**src/rtl/sram_burst_master_pkg.sv**
```systemverilog
// sram_burst_master_pkg: shared FSM encoding and sram write-enable levels
package sram_burst_master_pkg;
    typedef enum logic [2:0] {S_IDLE, S_WRITE, S_READ, S_DRAIN, S_DONE} state_e;
    localparam logic MEM_WE_WRITE = 1'b0;
    localparam logic MEM_WE_READ  = 1'b1;
endpackage

```
**src/rtl/sram_burst_master_rd_buf.sv**
```systemverilog
// sram_rd_buf: 2-entry in-order FIFO holding {last, data} read beats
module sram_rd_buf #(
    parameter int W = 3
) (
    input  logic         clk,
    input  logic         rst,
    input  logic         push,
    input  logic [W-1:0] push_data,
    input  logic         pop,
    output logic [W-1:0] pop_data,
    output logic [1:0]   count,
    output logic         empty
);
    logic [W-1:0] mem_q [2];
    logic [W-1:0] mem_d [2];
    logic         rd_q, rd_d, wr_q, wr_d;
    logic [1:0]   cnt_q, cnt_d;
    logic         do_push, do_pop;

    always_comb begin
        do_pop  = pop && cnt_q != 2'd0;
        do_push = push && (cnt_q != 2'd2 || do_pop);
        mem_d   = mem_q;
        if (do_push) mem_d[wr_q] = push_data;
        wr_d  = do_push ? ~wr_q : wr_q;
        rd_d  = do_pop ? ~rd_q : rd_q;
        cnt_d = cnt_q + 2'(do_push) - 2'(do_pop);
    end

    always_ff @(posedge clk) begin
        if (rst) begin
            mem_q <= '{default: '0};
            rd_q  <= 1'b0;
            wr_q  <= 1'b0;
            cnt_q <= 2'd0;
        end else begin
            mem_q <= mem_d;
            rd_q  <= rd_d;
            wr_q  <= wr_d;
            cnt_q <= cnt_d;
        end
    end

    assign pop_data = mem_q[rd_q];
    assign count    = cnt_q;
    assign empty    = cnt_q == 2'd0;
endmodule

```
**src/rtl/sram_burst_master.sv**
```systemverilog
// sram_burst_master: burst write/read initiator for a 1-cycle-latency single-port sram
module sram_burst_master
    import sram_burst_master_pkg::*;
#(
    parameter int DATA_WIDTH = 2,
    parameter int ADDR_WIDTH = 2,
    parameter int LEN_WIDTH  = ADDR_WIDTH + 1
) (
    input  logic                  clk,
    input  logic                  rst,
    input  logic                  cmd_valid,
    output logic                  cmd_ready,
    input  logic                  cmd_write,
    input  logic [ADDR_WIDTH-1:0] cmd_addr,
    input  logic [LEN_WIDTH-1:0]  cmd_len,
    input  logic                  wr_valid,
    output logic                  wr_ready,
    input  logic [DATA_WIDTH-1:0] wr_data,
    output logic                  rd_valid,
    input  logic                  rd_ready,
    output logic [DATA_WIDTH-1:0] rd_data,
    output logic                  rd_last,
    output logic                  busy,
    output logic                  done,
    output logic [ADDR_WIDTH-1:0] mem_addr,
    output logic                  mem_we,
    output logic [DATA_WIDTH-1:0] mem_din,
    input  logic [DATA_WIDTH-1:0] mem_dout
);
    state_e                state_q, state_d;
    logic [ADDR_WIDTH-1:0] ptr_q, ptr_d;
    logic [LEN_WIDTH-1:0]  cnt_q, cnt_d;
    logic                  inflight_q, inflight_d;
    logic                  inflight_last_q, inflight_last_d;
    logic [1:0]            buf_count;
    logic                  buf_empty;
    logic [DATA_WIDTH:0]   buf_data;
    logic                  wr_hs, issue, is_last;

    // A read is only issued when the buffer is guaranteed room for its data
    assign wr_hs   = state_q == S_WRITE && wr_valid;
    assign issue   = state_q == S_READ && (buf_count + 2'(inflight_q)) < 2'd2;
    assign is_last = cnt_q == LEN_WIDTH'(1);

    sram_rd_buf #(.W(DATA_WIDTH + 1)) u_rd_buf (
        .clk       (clk),
        .rst       (rst),
        .push      (inflight_q),
        .push_data ({inflight_last_q, mem_dout}),
        .pop       (rd_valid && rd_ready),
        .pop_data  (buf_data),
        .count     (buf_count),
        .empty     (buf_empty)
    );

    always_ff @(posedge clk) begin
        if (rst) begin
            state_q         <= S_IDLE;
            ptr_q           <= '0;
            cnt_q           <= '0;
            inflight_q      <= 1'b0;
            inflight_last_q <= 1'b0;
        end else begin
            state_q         <= state_d;
            ptr_q           <= ptr_d;
            cnt_q           <= cnt_d;
            inflight_q      <= inflight_d;
            inflight_last_q <= inflight_last_d;
        end
    end

    always_comb begin
        state_d         = state_q;
        ptr_d           = ptr_q;
        cnt_d           = cnt_q;
        inflight_d      = issue;
        inflight_last_d = issue && is_last;
        case (state_q)
            S_IDLE: if (cmd_valid) begin
                ptr_d   = cmd_addr;
                cnt_d   = cmd_len;
                state_d = cmd_len == '0 ? S_DONE : cmd_write ? S_WRITE : S_READ;
            end
            S_WRITE, S_READ: if (wr_hs || issue) begin
                ptr_d   = ptr_q + ADDR_WIDTH'(1);
                cnt_d   = cnt_q - LEN_WIDTH'(1);
                state_d = !is_last ? state_q : state_q == S_WRITE ? S_DONE : S_DRAIN;
            end
            S_DRAIN: if (buf_empty && !inflight_q) state_d = S_DONE;
            default: state_d = S_IDLE;
        endcase
    end

    // Reset forces every output to its idle level even before state settles
    always_comb begin
        cmd_ready = !rst && state_q == S_IDLE;
        wr_ready  = !rst && state_q == S_WRITE;
        busy      = !rst && state_q != S_IDLE;
        done      = !rst && state_q == S_DONE;
        rd_valid  = !rst && !buf_empty;
        rd_data   = buf_data[DATA_WIDTH-1:0];
        rd_last   = rd_valid && buf_data[DATA_WIDTH];
        mem_we    = (!rst && wr_hs) ? MEM_WE_WRITE : MEM_WE_READ;
        mem_addr  = rst ? '0 : ptr_q;
        mem_din   = (!rst && state_q == S_WRITE) ? wr_data : '0;
    end
endmodule

```
**config.mk**
```make
export PLATFORM = sky130hd
export DESIGN_NAME = sram_burst_master
export DESIGN_NICKNAME = d
export VERILOG_FILES = /design/src/rtl/sram_burst_master_pkg.sv /design/src/rtl/sram_burst_master_rd_buf.sv /design/src/rtl/sram_burst_master.sv
export SDC_FILE = /design/constraint.sdc
export NUM_CORES = 1
export LEC_CHECK = 0
export ABC_AREA = 1
export BUFFER_PORTS_ARGS = -buffer_cell sky130_fd_sc_hd__buf_2
export CORE_ASPECT_RATIO = 1.25
export CORE_MARGIN = 2
export CORE_UTILIZATION = 58
export DETAILED_ROUTE_END_ITERATION = 7
export GPL_ROUTABILITY_DRIVEN = 0
export PLACE_DENSITY = 0.91
export SKIP_CTS_REPAIR_TIMING = 1
export SKIP_LAST_GASP = 1
export SLEW_MARGIN = 40
export SYNTH_ARGS = -nofsm -noshare
export SYNTH_HDL_FRONTEND = slang
export SYNTH_SLANG_ARGS = --single-unit
```
**constraint.sdc**
```tcl
create_clock -name clk -period 3.3 [get_ports clk]
set_clock_uncertainty 0.15 [all_clocks]
set_input_delay 0.825 -clock clk [delete_from_list [all_inputs] [get_ports clk]]
set_output_delay 0.825 -clock clk [all_outputs]
set_load 0.01 [all_outputs]
```
# Word-level counts from Yosys, hierarchy flattened

Index checks and enable logic that the tools add are counted.

Eq/ne operators: 10
Reduce and logical (&&, ||, !) cells: 29
Magnitude comparators: 4
Bitwise gates (word level): 4
Add/sub/neg operators: 5
Muxes and demuxes: 23

Operators with widths:

| cell                  | count |
|---|---|
| $mux W3               | 12 |
| $logic_and A1 B1 Y1   | 15 |
| $mux W2               | 5 |
| $ne A2 B2 Y1 const B  | 5 |
| $pmux W3 S3           | 1 |
| $bwmux W6             | 1 |
| $eq A3 B1 Y1 const B  | 2 |
| $eq A3 B2 Y1 const B  | 2 |
| $logic_not A3 Y1      | 2 |
| $pmux W3 S2           | 1 |
| $add A2 B1 Y2         | 2 |
| $ge A2 B2 Y1 const B  | 2 |
| $not A1 Y2            | 2 |
| $pmux W2 S2           | 1 |
| $reduce_and A4 Y1     | 1 |
| $reduce_bool A2 Y1    | 2 |
| $demux W3 S1          | 1 |
| $eq A3 B3 Y1 const B  | 1 |
| $logic_not A1 Y1      | 3 |
| $reduce_and A3 Y1     | 1 |
| $reduce_bool A3 Y1    | 1 |
| $sub A3 B1 Y3 const B | 1 |
| $add A2 B1 Y2 const B | 1 |
| $logic_not A2 Y1      | 1 |
| 7 further kinds       | 9 |

Flip-flop bits (word level): 20

# Depth between registers and ports, before layout

Depth after elaboration: 9
Depth in mapped cells: 10
Depth with buffers taken out: 9

# Hierarchy

From an unflattened synthesis, not the netlist that was laid out.

Cell total of the unflattened synthesis: 216
Area total of the unflattened synthesis: 1385.1 sq um

Modules (own cells, without submodules):

| module            | sequential area each (sq um) | cells each | area an instance (sq um) | instances |
|---|---|---|---|---|
| sram_burst_master | 200.2                        | 132        | 830.8                    | 1 |
| sram_rd_buf       | 200.2                        | 84         | 554.3                    | 1 |

# Least setup slack after synthesis

No wires, ideal clock.

Path kind: in2out
From: input port rst
To: output port cmd_ready
Setup slack: 0.786 ns
Data required time: 2.325 ns
Cell stages on the path: 3
Arrival: 1.539 ns
Cell sequence: clkbuf_2 buf_1 nor4_1

Longest elaborated chain between the ends: 2

RTL lines:

| what                | line                    | source |
|---|---|---|
| start, declared     | sram_burst_master.sv:10 | `input logic rst,` |
| $logic_not A1 Y1    | sram_burst_master.sv:96 | `cmd_ready = !rst && state_q == S_IDLE;` |
| $logic_and A1 B1 Y1 | sram_burst_master.sv:96 |  |
| end, declared       | sram_burst_master.sv:12 | `output logic cmd_ready,` |

Every way passes these cells.

# Worst setup path after layout

From: register state_q[0]
To: output port mem_din[0]

Longest elaborated chain between the ends: 3

RTL lines:

| what                   | line                     | source |
|---|---|---|
| start, declared        | sram_burst_master.sv:30  | `state_e state_q, state_d;` |
| start signal, assigned | sram_burst_master.sv:64  | `state_q <= state_d;` |
| $eq A3 B1 Y1           | sram_burst_master.sv:105 | `mem_din = (!rst && state_q == S_WRITE) ? wr_data : '0;` |
| $logic_and A1 B1 Y1    | sram_burst_master.sv:105 |  |
| $mux W2                | sram_burst_master.sv:105 |  |
| end, declared          | sram_burst_master.sv:27  | `output logic [DATA_WIDTH-1:0] mem_din,` |

Every way passes these cells.

==> out/qor.yml <==
layout_common_cells: "49 x nand2_1, 39 x nor2_1, 27 x buf_2"
boundaryPins: 28
crit_top_cell: "nor2_1"
htree_levels: 1
final_common_cell: "nand2_1"
setup_viol: 0
clkPwrFrac: 0.171
grt_pass1_wl_microns: 4581
status: "complete, no violations"
fillers: 207
final_util: 0.6951
avgRoutedWirePerCell_microns: 10.27
synth_top_family_by_area: "simple AND/OR/NAND/NOR gates"
yosysWarnings: 0
clkSinkCount: 20
cts_buffers: 3
ir_drop_mv: 0.5168
cp.arrival_ps: 1660
synthCells: 203
yosysSeqAreaShare: 0.2980
detail_route.iter0.violations: 15
n_antenna_cell: 0
cp-end-kind: "primary output"
power_mw: 1.183
r2r-start: "u_rd_buf.count[0]$_SDFF_PP0_"
drv_cap: 0
clockRootBuffer: "clkbuf_4"
fin_crit_sh: 0.7997
grt_max_degree: 17
path_cells: "nand3_4 > nor2_1 > inv_1 > nor2_1 > buf_2"
seq_power_share: 0.316
crit_type: "flop to primary output"
swShare: 0.4501
crit_slowest_cell: "dfxtp_1"
slew_headroom: 0.6721
grt_setup_unrepaired: "no"
hpwl_microns: 2099
area_growth_pct: 13.13
mappedNetlistArea_sq_um: 1344
slowest_delay_ps: 650
p_comb_frac: 0.513
drive_above_1_share: 0.2412
layout.nets: 247
clock_latency_ps: 300
core_area_sq_um: 2187
totalWireLength_microns: 2661
hold_viol: 0
synth_mux_area_frac: 0
post-place-cells: 255
drc: 0
ys_seq_elements: 20
ant_nets: 0
antenna_found_initial: 0
startpoint_type: "flop"
p_leak_nw: 0.7655
grt.total_usage: 0.2225
chipWidth_microns: 47.05
timing.fmax_ghz: 0.3789
crit_buf_inv: 2
io_buffers: 27
finalNonFillerCells: 259
synthXorXnorAreaFrac: 0.01955
initial_core_util: 0.6144
die_area_sq_um: 2720
cts_tree: "done"
switching_power_mw: 0.5324
holdCritPathClass: "flop to flop"
synth_edf_count: 0
syn_avg_cell_area_sq_um: 6.620
firstDrtPassIters: 4
worstHoldStart: "inflight_last_q$_SDFF_PP0_"
vias: 1282
drv_slew: 0
worst_slew_pin_slew_ps: 491.1
p_per_area_nw_per_um2: 778.2
viasPerCell: 4.950
yosys.area_share.simple: 0.4693
synth_compound_area_frac: 0.06518
internal_power_mw: 0.6505
synth_nets: 221
clk_pin_slew_worst_paths_ps: 120
dominantRegCellSynth: "dfxtp_1"
worstPathRequired_ps: 2320
postSynth.asyncResetShare: 0
first_global_vias: 1183
synth_cell_types: 28
die_h_microns: 57.82
cp_top_family: "flip-flops"
grt.overflow.total: 0
cts_buffer_depth: 2
crit_path_max_fanout: 10
setup_tns_ps: 0
rows: 19
period_needed_ps: 2639
startpoint: "state_q[0]$_SDFFE_PP0P_"
synth_fa_ha_area_frac: 0.02793
synth_stat cells (2+ instances only):
cell type	n	share of area
nor3_1	3	0.011
nor2_4	3	0.025
nor4_1	3	0.014
xnor2_1	2	0.013
nand2_1	49	0.14
o21ai_0	5	0.019
nand3b_1	2	0.011
nor2_2	5	0.023
nand3_4	2	0.026
nand2_4	3	0.025
inv_2	3	0.0084
nand2_2	2	0.0093
a21oi_1	9	0.034
a31oi_1	2	0.0093
inv_1	25	0.070
dfxtp_1	20	0.30
nand3_2	4	0.030
buf_6	3	0.025
nor2_1	39	0.11
nand3_1	9	0.034
ha_1	3	0.028
logic make-up (layout without fill, tap and decap cells):
logic type | after synthesis | count (layout)
flip-flops | 20 | 20
adder cells (fa/ha/maj) | 3 | 3
AND/OR/NAND/NOR | 125 | 125
AO/OA/AOI/OAI | 17 | 17
buffers and inverters | 35 | 60
XOR/XNOR | 3 | 3
power by group through the flow:
| stage | clock network [mW] | registers [mW] | logic (mW) |
|---|---|---|---|
| 2_1_floorplan | 0 | 0.336 | 0.546 |
| 3_3_place_gp | 0 | 0.377 | 0.591 |
| 3_5_place_dp | 0 | 0.378 | 0.605 |
| 4_1_cts | 0.204 | 0.373 | 0.609 |
| 5_1_grt | 0.217 | 0.382 | 0.695 |
| 6_report | 0.202 | 0.374 | 0.607 |
final cells by class:
cell class | count | area (sq um) | area share
well taps | 31 | 38.79 | 0.02551
clock inverters | 1 | 30.03 | 0.01975
multi-input cells | 148 | 782.0 | 0.5144
clock buffers | 3 | 22.52 | 0.01481
flip-flops and latches | 20 | 400.4 | 0.2634
repair buffers | 27 | 135.1 | 0.08889
inverters | 29 | 111.4 | 0.07325
final timing paths:
check / slack (ps) / to / depth (start not counted)
max: 660 / mem_din[0] / 5
min: 320 / u_rd_buf.mem_q[2]$_SDFFE_PP0P_ / 2
max reg2reg: 1640 / u_rd_buf.count[1]$_SDFF_PP0_ / 9
min reg2reg: 320 / u_rd_buf.mem_q[2]$_SDFFE_PP0P_ / 2
routing by layer:
layer  global-route usage  up-vias  part of all wire
met5                    0        -                 0
met4              0.05952        0             0.011
met3              0.02804        4             0.032
met2               0.4325       26              0.55
met1               0.2345      576              0.41
li1                     -      676                 -
worst register-to-register path, stage by stage, from the launching register on:
cell and delay [ps]:
dfxtp_1 370, nor2_2 190, nor2_4 50, nand2_2 110, inv_1 50, ha_1 270
nand3b_1 200, nand2_1 90, nand2_1 50, nor2_1 80
state kept, by name, indices dropped and copies added (netlist names):
register / count
u_rd_buf.wr_q: 1
u_rd_buf.count: 2
inflight_q: 1
u_rd_buf.mem_q: 6
cnt_q: 3
inflight_last_q: 1
state_q: 3
u_rd_buf.rd_q: 1
ptr_q: 2
stage by stage:
stage / hold slack [ps] / area [sq um] / worst slack [ps]
finish: 323.6 / 1520 / 661.0
floorplan: 289.2 / 1344 / 786.1
CTS: 328.8 / 1520 / 670.3
detailed placement: 309.2 / 1468 / 790.4
global route: 350.9 / 1520 / 506.7
global placement: 300.8 / 1468 / 848.7
Power figures use the tool's default switching activity.
